**src/rtl/spi_gray_tx.sv**
```systemverilog
// ---------------------------------------------------------------------------
// spi_gray_tx
// SPI mode-0 (CPOL=0, CPHA=0) transmit stage that sits after the Gray coder.
// It accepts one LEN-bit word per valid/ready handshake and shifts it out MSB
// first as a single chip-select framed transfer. Words that are all ones (the
// coder's error code) are sent like any other word and also raise o_err.
//
// Parameters
//   LEN      word width in bits (>= 2), must match the Gray coder
//   CLK_DIV  i_clk cycles per SCLK half-period (>= 1)
//
// Ports
//   i_clk    system clock, rising edge
//   i_rst_n  asynchronous active-low reset
//   i_valid  i_gray holds a word to send
//   o_ready  a word can be accepted this cycle (IDLE only)
//   i_gray   Gray word, sampled only at accept
//   o_cs_n   SPI chip select, active low
//   o_sclk   SPI clock, idles low
//   o_mosi   SPI serial data, MSB first
//   o_busy   frame in progress (state != IDLE)
//   o_err    last accepted word was all ones; held until the next accept
//   o_done   one-cycle pulse in the IDLE cycle that ends a frame
//
// Every output is a register whose next value is decoded from the next state,
// so each output lines up with the state it belongs to and never glitches.
// ---------------------------------------------------------------------------
module spi_gray_tx #(
   parameter int unsigned LEN     = 4,
   parameter int unsigned CLK_DIV = 2
) (
   input  logic           i_clk,
   input  logic           i_rst_n,
   input  logic           i_valid,
   output logic           o_ready,
   input  logic [LEN-1:0] i_gray,
   output logic           o_cs_n,
   output logic           o_sclk,
   output logic           o_mosi,
   output logic           o_busy,
   output logic           o_err,
   output logic           o_done
);

   localparam int unsigned DIV_W = (CLK_DIV > 1) ? $clog2(CLK_DIV) : 1;
   localparam int unsigned CNT_W = $clog2(LEN);

   localparam logic [DIV_W-1:0] DIV_LAST = DIV_W'(CLK_DIV - 1);
   localparam logic [CNT_W-1:0] BIT_LAST = CNT_W'(LEN - 1);

   typedef enum logic [1:0] {
      ST_IDLE  = 2'd0,
      ST_SETUP = 2'd1,
      ST_SHIFT = 2'd2,
      ST_HOLD  = 2'd3
   } state_e;

   // Control / datapath state
   state_e           state_q, state_d;
   logic [DIV_W-1:0] div_q,   div_d;
   logic [CNT_W-1:0] bit_q,   bit_d;
   logic [LEN-1:0]   sh_q,    sh_d;
   logic             sclk_q,  sclk_d;
   logic             err_q,   err_d;

   // Registered output copies
   logic             cs_n_q,  cs_n_d;
   logic             mosi_q,  mosi_d;
   logic             ready_q, ready_d;
   logic             busy_q,  busy_d;
   logic             done_q,  done_d;

   // End of the current SCLK half-period (or SETUP/HOLD phase)
   logic             tick;

   assign tick = (div_q == DIV_LAST);

   // State register: all flops, cleared to the idle picture on reset
   always_ff @(posedge i_clk or negedge i_rst_n) begin
      if (!i_rst_n) begin
         state_q <= ST_IDLE;
         div_q   <= '0;
         bit_q   <= '0;
         sh_q    <= '0;
         sclk_q  <= 1'b0;
         err_q   <= 1'b0;
         cs_n_q  <= 1'b1;
         mosi_q  <= 1'b0;
         ready_q <= 1'b1;
         busy_q  <= 1'b0;
         done_q  <= 1'b0;
      end else begin
         state_q <= state_d;
         div_q   <= div_d;
         bit_q   <= bit_d;
         sh_q    <= sh_d;
         sclk_q  <= sclk_d;
         err_q   <= err_d;
         cs_n_q  <= cs_n_d;
         mosi_q  <= mosi_d;
         ready_q <= ready_d;
         busy_q  <= busy_d;
         done_q  <= done_d;
      end
   end

   // Next-state and datapath logic
   always_comb begin
      state_d = state_q;
      bit_d   = bit_q;
      sh_d    = sh_q;
      sclk_d  = sclk_q;
      err_d   = err_q;

      unique case (state_q)
         ST_IDLE: begin
            sclk_d = 1'b0;
            if (i_valid) begin
               state_d = ST_SETUP;
               sh_d    = i_gray;
               err_d   = &i_gray;
               bit_d   = '0;
            end
         end

         ST_SETUP: begin
            sclk_d = 1'b0;
            if (tick) begin
               state_d = ST_SHIFT;
            end
         end

         ST_SHIFT: begin
            if (tick) begin
               sclk_d = ~sclk_q;
               // Falling half: present the next bit, or finish after LEN bits
               if (sclk_q) begin
                  if (bit_q == BIT_LAST) begin
                     state_d = ST_HOLD;
                     sclk_d  = 1'b0;
                     bit_d   = '0;
                  end else begin
                     sh_d  = {sh_q[LEN-2:0], 1'b0};
                     bit_d = bit_q + CNT_W'(1);
                  end
               end
            end
         end

         ST_HOLD: begin
            sclk_d = 1'b0;
            if (tick) begin
               state_d = ST_IDLE;
            end
         end

         default: begin
            state_d = ST_IDLE;
            sclk_d  = 1'b0;
         end
      endcase

      // Divider restarts on every state change and wraps on each tick
      if ((state_q == ST_IDLE) || (state_d != state_q) || tick) begin
         div_d = '0;
      end else begin
         div_d = div_q + DIV_W'(1);
      end
   end

   // Output decode from the next state so outputs align with their state
   always_comb begin
      cs_n_d  = 1'b1;
      mosi_d  = 1'b0;
      ready_d = 1'b0;
      busy_d  = 1'b1;
      done_d  = 1'b0;

      unique case (state_d)
         ST_IDLE: begin
            ready_d = 1'b1;
            busy_d  = 1'b0;
            done_d  = (state_q == ST_HOLD);
         end
         ST_SETUP, ST_SHIFT: begin
            cs_n_d = 1'b0;
            mosi_d = sh_d[LEN-1];
         end
         ST_HOLD: begin
            cs_n_d = 1'b0;
         end
         default: begin
            cs_n_d = 1'b1;
         end
      endcase
   end

   assign o_ready = ready_q;
   assign o_cs_n  = cs_n_q;
   assign o_sclk  = sclk_q;
   assign o_mosi  = mosi_q;
   assign o_busy  = busy_q;
   assign o_err   = err_q;
   assign o_done  = done_q;

endmodule
```
**config.mk**
```make
export PLATFORM = sky130hd
export DESIGN_NAME = spi_gray_tx
export DESIGN_NICKNAME = d
export VERILOG_FILES = /design/src/rtl/spi_gray_tx.sv
export SDC_FILE = /design/constraint.sdc
export NUM_CORES = 1
export LEC_CHECK = 0
export ABC_AREA = 1
export CAP_MARGIN = 25
export CELL_PAD_IN_SITES_DETAIL_PLACEMENT = 0
export CELL_PAD_IN_SITES_GLOBAL_PLACEMENT = 1
export CORE_UTILIZATION = 41
export CTS_BUF_LIST = sky130_fd_sc_hd__clkbuf_8
export DETAILED_ROUTE_END_ITERATION = 6
export PLACE_DENSITY_LB_ADDON = 0.05
export SLEW_MARGIN = 20
export SYNTH_ARGS = -nofsm -noshare
export SYNTH_HDL_FRONTEND = slang
export SYNTH_SLANG_ARGS = --single-unit
```
**constraint.sdc**
```tcl
create_clock -name i_clk -period 2.7 [get_ports i_clk]
set_input_delay 0.27 -clock i_clk [delete_from_list [all_inputs] [get_ports i_clk]]
set_output_delay 0.27 -clock i_clk [all_outputs]
set_load 0.05 [all_outputs]
```
==> flow_summary.yaml, run 1 <==
synthesis:
  avgSynthCellArea_um2: 8.806
  ys_seq_area_share_pct: 54.14
  synth_fp_nets: 88
  syn_area_um2: 695.7
  synthCells: 79
  ys_top_cells_by_area: "dfrtp_1, nand2_1, nor2_1, dfstp_2, ha_1"
  synth_edf_count: 0
  ys_ff_latch: 15
  synthDominantCellAreaShare_pct: 50.36
  yosysUniqueCellTypes: 19
  yosys_most_used_dff: "dfrtp_1"
  yosysMostFrequentCell: "nand2_1"
  yosys-top-cells-count: "nand2_1, dfrtp_1, nor2_1"
  ys_warn_count: 0
  yosys.area.top_type: "dfrtp_1"
  async_flop_share_pct: 100.0
floorplanning:
  die_h_um: 43.19
  initial_core_util_pct: 45.13
  fp.dieW_um: 43.19
  core-area_mm2: 0.001541
  fp-row-count: 14
  ios: 14
  die-area_mm2: 0.001865
worst_hold_path:
  hp-class: "in -> async"
clock_network:
  cts.sinks: 15
  cts_resized: 0
  clk_pin_slew_ps: 60
  cts_tree: "yes"
  cts_made_buffers: 3
  hold_buffers: 0
  cts.htree.levels: 1
  root_buffer: "clkbuf_8"
  worstSkewPairLatency_ps: 250
  post_cts_buffers: 0
  clock_path_buffers: 2
sta:
  max_freq_mhz: 543.0
  fin_setup_tns_ps: 0
  final-hold-violation-count: 0
  final.min_clock_period_ps: 1842
  tightest_slew_ps: 681.0
  slew_viol_final: 0
  max_slew_margin_pct: 54.46
  fin_crit_sh_pct: 68.21
  finClkSkew_ps: 3.392
  setup_viol: 0
  rsz0062_at_grt: "no"
  setup_ws_ps: 858.2
critical_path:
  r2r_setup_slack_ps: 1290
  crit_slowest_cell: "clkdlybuf4s50_1"
  start_kind: "register"
  cp_max_fo: 2
  worstPathRequired_ps: 2430
  arrival_ps: 1570
  crit_type: "reg -> out"
  max_stage_delay_ps: 800
  timing.critical_path.buf_inv: 1
  worstPathCellList: "clkdlybuf4s50_1"
  critical_path.top_delay_family: "buffers and inverters"
  endpoint_kind: "output port"
global_routing:
  met2_usage_pct: 27.46
  grt_first_pass_wirelength_um: 2339
  grt_antenna_before_repair: 0
  grt_use_met3_pct: 3.830
  met1_usage_pct: 21.77
  grt_max_degree: 16
  grt_pass1_vias: 572
  grt_use_total_pct: 17.06
  grt_overflow: 0
  grt-busiest-layer: "met2"
final_layout:
  area_delta_synth_final_pct: 26.98
  nets: 105
  post-route-util_pct: 57.31
  antenna_cells: 0
  drive_above_1_share_pct: 18.95
routing:
  ant_nets: 0
  drt_first_pass_iters: 4
  wl_um: 1274
  drc: 0
  vias: 557
  drt-vias-per-instance: 5.018
  first_iter_violations: 5
  wl_per_cell_um: 11.48
pwr:
  p_leak_nw: 0.4416
  ir_worst_vdd_v: 0.0007687
  pwr_density_cell_mw_per_mm2: 1241
outcome:
  status: "completed"
placed_design:
  dp_hpwl_um: 1016
  gp_congestion: 0.7906
  port_buffers: 13
  dp_slack_ps: 1033
run:
  cap_violations: 0
## cell type report
class	count	area, µm²
clock buffer	3	41.29
clock inverter	1	3.754
fill	157	658.1
inverter	11	42.54
multi-input combinational	52	269.0
sequential	15	376.6
tap	16	20.02
timing repair buffer	13	130.1
## stage by stage
stage / instances / total power [mW] / instance area (µm²) / hold slack [ps]
2_1_floorplan: 79 / 0.7884 / 695.7 / -25.59
3_3_place_gp: 107 / 0.9213 / 838.3 / 455.1
3_5_place_dp: 107 / 0.9302 / 838.3 / 466.0
4_1_cts: 111 / 1.110 / 883.3 / 460.6
5_1_grt: 111 / 1.187 / 883.3 / 498.3
6_report: 111 / 1.097 / 883.3 / 438.7
## state kept, by name, indices dropped and copies added (netlist names)
| signal | cells |
|---|---|
| sh_q | 4 |
| bit_q | 2 |
| state_q | 2 |
| div_q | 1 |
| o_busy | 1 |
| o_cs_n | 1 |
| o_done | 1 |
| o_err | 1 |
| o_mosi | 1 |
| o_sclk | 1 |
## power by group
part	total (mW)	internal, mW	switching [mW]
logic	0.524	0.180	0.344
registers	0.396	0.329	0.0678
clock network	0.176	0.101	0.0756
total	1.10	0.609	0.488
## layer usage
layer	up-vias	wire, µm
li1	281	-
met1	261	616
met2	13	595
met3	2	44
met4	0	17
met5	-	0
## cell usage in the layout (no fill, tap or decap), types with 3 or more instances in the layout
cell type	count
a21oi_1	4
clkbuf_8	3
clkdlybuf4s50_1	13
dfrtp_1	14
inv_1	6
inv_2	5
nand2_1	18
nand3_1	5
nor2_1	12
nor2_2	3
## logic make-up (layout without fill, tap and decap cells)
group                    Yosys count  count (layout)  share of synthesized area (%)
AND/OR/NAND/NOR                   44              44                          30.04
flip-flops                        15              15                          54.14
buffers and inverters             12              28                          7.195
AO/OA/AOI/OAI                      6               6                          5.037
adder cells (fa/ha/maj)            2               2                          3.597
## worst paths after layout
kind                                       from                    to  cells past startpoint
setup reg to reg           state_q[1]$_DFF_PN0_      o_mosi$_DFF_PN0_                      8
setup / recovery               o_cs_n$_DFF_PN1_                o_cs_n                      1
hold reg to reg             sh_q[0]$_DFFE_PN0P_   sh_q[0]$_DFFE_PN0P_                      2
min in group i_clk          sh_q[0]$_DFFE_PN0P_   sh_q[0]$_DFFE_PN0P_                      2
max in group asynchronous               i_rst_n   sh_q[2]$_DFFE_PN0P_                      1
hold / removal                          i_rst_n  state_q[0]$_DFF_PN0_                      1
(Power assumes the default switching activity.)
==> inputs of run 2 (changes only) <==
- CORE_UTILIZATION: 41 -> 35
- clock period: 2.7 -> 1.59 ns (I/O delays scaled with it)
==> run 2 against run 1 <==
Die area increased by 16%. First-iteration DRC count unchanged. Global-route usage decreased by 2.0 points. Combinational power increased by 77%. Critical endpoint is now o_mosi$_DFF_PN0_. Clock skew decreased by 2.5 ps. Total power increased by 72%. Cell count increased by 11%. Sequential power increased by 66%. Largest cell class unchanged. Clock-buffer cell count unchanged. Sequential share of layout area decreased by 0.83 points.
==> flow_summary.yaml, run 2 (same netlist as run 1, synthesis figures left out) <==
critical_path:
  ff2ff_path_depth: 8
  r2r_setup_slack_ps: 190
  worst_r2r_startpoint: "state_q[1]$_DFF_PN0_"
  worstPathCellList: "inv_2 > nor2_2 > nand2_2 > nor2_2 > nor3_2 > ha_1 > inv_1 > a21oi_1"
  critical_path.top_delay_family: "simple AND/OR/NAND/NOR gates"
  crit_slowest_cell: "dfrtp_1"
  timing.critical_path.buf_inv: 2
  cp_max_fo: 6
  worstPathRequired_ps: 1720
  start_kind: "register"
  endpoint_kind: "register"
  crit_start: "state_q[1]$_DFF_PN0_"
  arrival_ps: 1530
  max_stage_delay_ps: 380
  cp_common_cell: "nor2_2"
  crit_type: "reg -> reg"
  rr_endpoint: "o_mosi$_DFF_PN0_"
sta:
  tightest_slew_ps: 231.3
  fin_setup_tns_ps: 0
  final.min_clock_period_ps: 1401
  slew_viol_final: 0
  final-hold-violation-count: 0
  max_freq_mhz: 713.7
  fin_crit_sh_pct: 88.12
  setup_viol: 0
  finClkSkew_ps: 0.8813
  max_slew_margin_pct: 84.44
  rsz0062_at_grt: "no"
routing:
  drt_first_pass_iters: 3
  vias: 544
  drt-vias-per-instance: 4.423
  wl_um: 1252
  first_iter_violations: 5
  wl_per_cell_um: 10.18
  ant_nets: 0
  drc: 0
global_routing:
  grt_first_pass_wirelength_um: 2263
  grt_max_degree: 16
  grt_use_total_pct: 15.07
  grt_antenna_before_repair: 0
  grt_pass1_vias: 517
  grt_overflow: 0
floorplanning:
  die_h_um: 46.58
  initial_core_util_pct: 38.61
  fp.dieW_um: 46.58
  ios: 14
  die-area_mm2: 0.002170
  core-area_mm2: 0.001802
  fp-row-count: 15
placed_design:
  port_buffers: 13
  gp_congestion: 0.8096
  dp_hpwl_um: 1037
outcome:
  status: "completed"
pwr:
  p_comb_share_pct: 49.2
  p_switching_mw: 0.8348
  ir_worst_vdd_v: 0.0009267
  pwr_density_cell_mw_per_mm2: 2090
  p_seq_share_pct: 34.8
  switching_share_pct: 44.34
  internal_power_mw: 1.048
  p_clk_share_pct: 16.0
  p_leak_nw: 0.4649
  total_power_mw: 1.883
clock_network:
  clk_pin_slew_ps: 60
  cts_resized: 0
  cts_made_buffers: 3
  post_cts_buffers: 0
  hold_buffers: 0
  worstSkewPairLatency_ps: 240
  root_buffer: "clkbuf_8"
  cts.sinks: 15
  cts_tree: "yes"
  cts.htree.levels: 1
  clock_path_buffers: 2
final_layout:
  antenna_cells: 0
  drive_above_1_share_pct: 29.59
  area_delta_synth_final_pct: 29.50
  largest_reg_flops: 4
  layout_common_cells: "nand2_1, dfrtp_1, nor2_1, buf_4, clkdlybuf4s50_1"
  largestRegisters: "sh_q x4, bit_q x2, state_q x2"
  final_common_cell: "nand2_1"
  largest_register: "sh_q"
  nets: 108
worst_hold_path:
  hp-class: "in -> async"
run:
  cap_violations: 0
==> run 2: stage by stage <==
step	hold slack, ps	utilization, %	cell area, µm²	setup slack [ps]	instances
2_1_floorplan	-136.6	-	695.7	37.33	79
3_3_place_gp	456.0	47.43	854.6	104.7	119
3_5_place_dp	470.4	47.43	854.6	69.59	119
4_1_cts	227.5	50.00	900.9	170.9	123
5_1_grt	246.0	50.00	900.9	68.56	123
6_report	225.1	50.00	900.9	188.9	123
==> run 2: worst reg2reg max path, cell delays in order (launching register included) <==
cell	delay, ps
dfrtp_1	380
inv_2	100
nor2_2	170
nand2_2	100
nor2_2	110
nor3_2	50
ha_1	280
inv_1	50
a21oi_1	30
==> run 2: area by class of cell <==
cell class,count,area [µm²]
sequential,15,376.6
multi-input combinational,52,269.0
clock inverter,1,5.005
inverter,11,42.54
tap,25,31.28
clock buffer,3,41.29
timing repair buffer,16,135.1
fill,192,900.9
==> run 2: power groups by stage <==
| stage | clock network (mW) | logic, mW | registers [mW] |
|---|---|---|---|
| 2_1_floorplan | 0 | 0.486 | 0.852 |
| 3_3_place_gp | 0 | 0.929 | 0.664 |
| 3_5_place_dp | 0 | 0.935 | 0.665 |
| 4_1_cts | 0.313 | 0.939 | 0.659 |
| 5_1_grt | 0.335 | 1.03 | 0.674 |
| 6_report | 0.302 | 0.925 | 0.656 |
==> run 2: routing by layer <==
layer,routed length (µm),track usage [%]
met1,592,20.05
met2,593,22.78
met3,51,3.529
met4,14,7.059
met5,0,0
==> run 2: how the worst max path moves through the flow <==
stage / depth (start not counted) / slack [ps] / to
5_1_grt: 8 / 70 / o_mosi$_DFF_PN0_
2_1_floorplan: 8 / 40 / o_mosi$_DFF_PN0_
6_report: 8 / 190 / o_mosi$_DFF_PN0_
4_1_cts: 8 / 170 / o_mosi$_DFF_PN0_
3_3_place_gp: 7 / 100 / o_mosi$_DFF_PN0_
3_5_place_dp: 7 / 70 / o_mosi$_DFF_PN0_
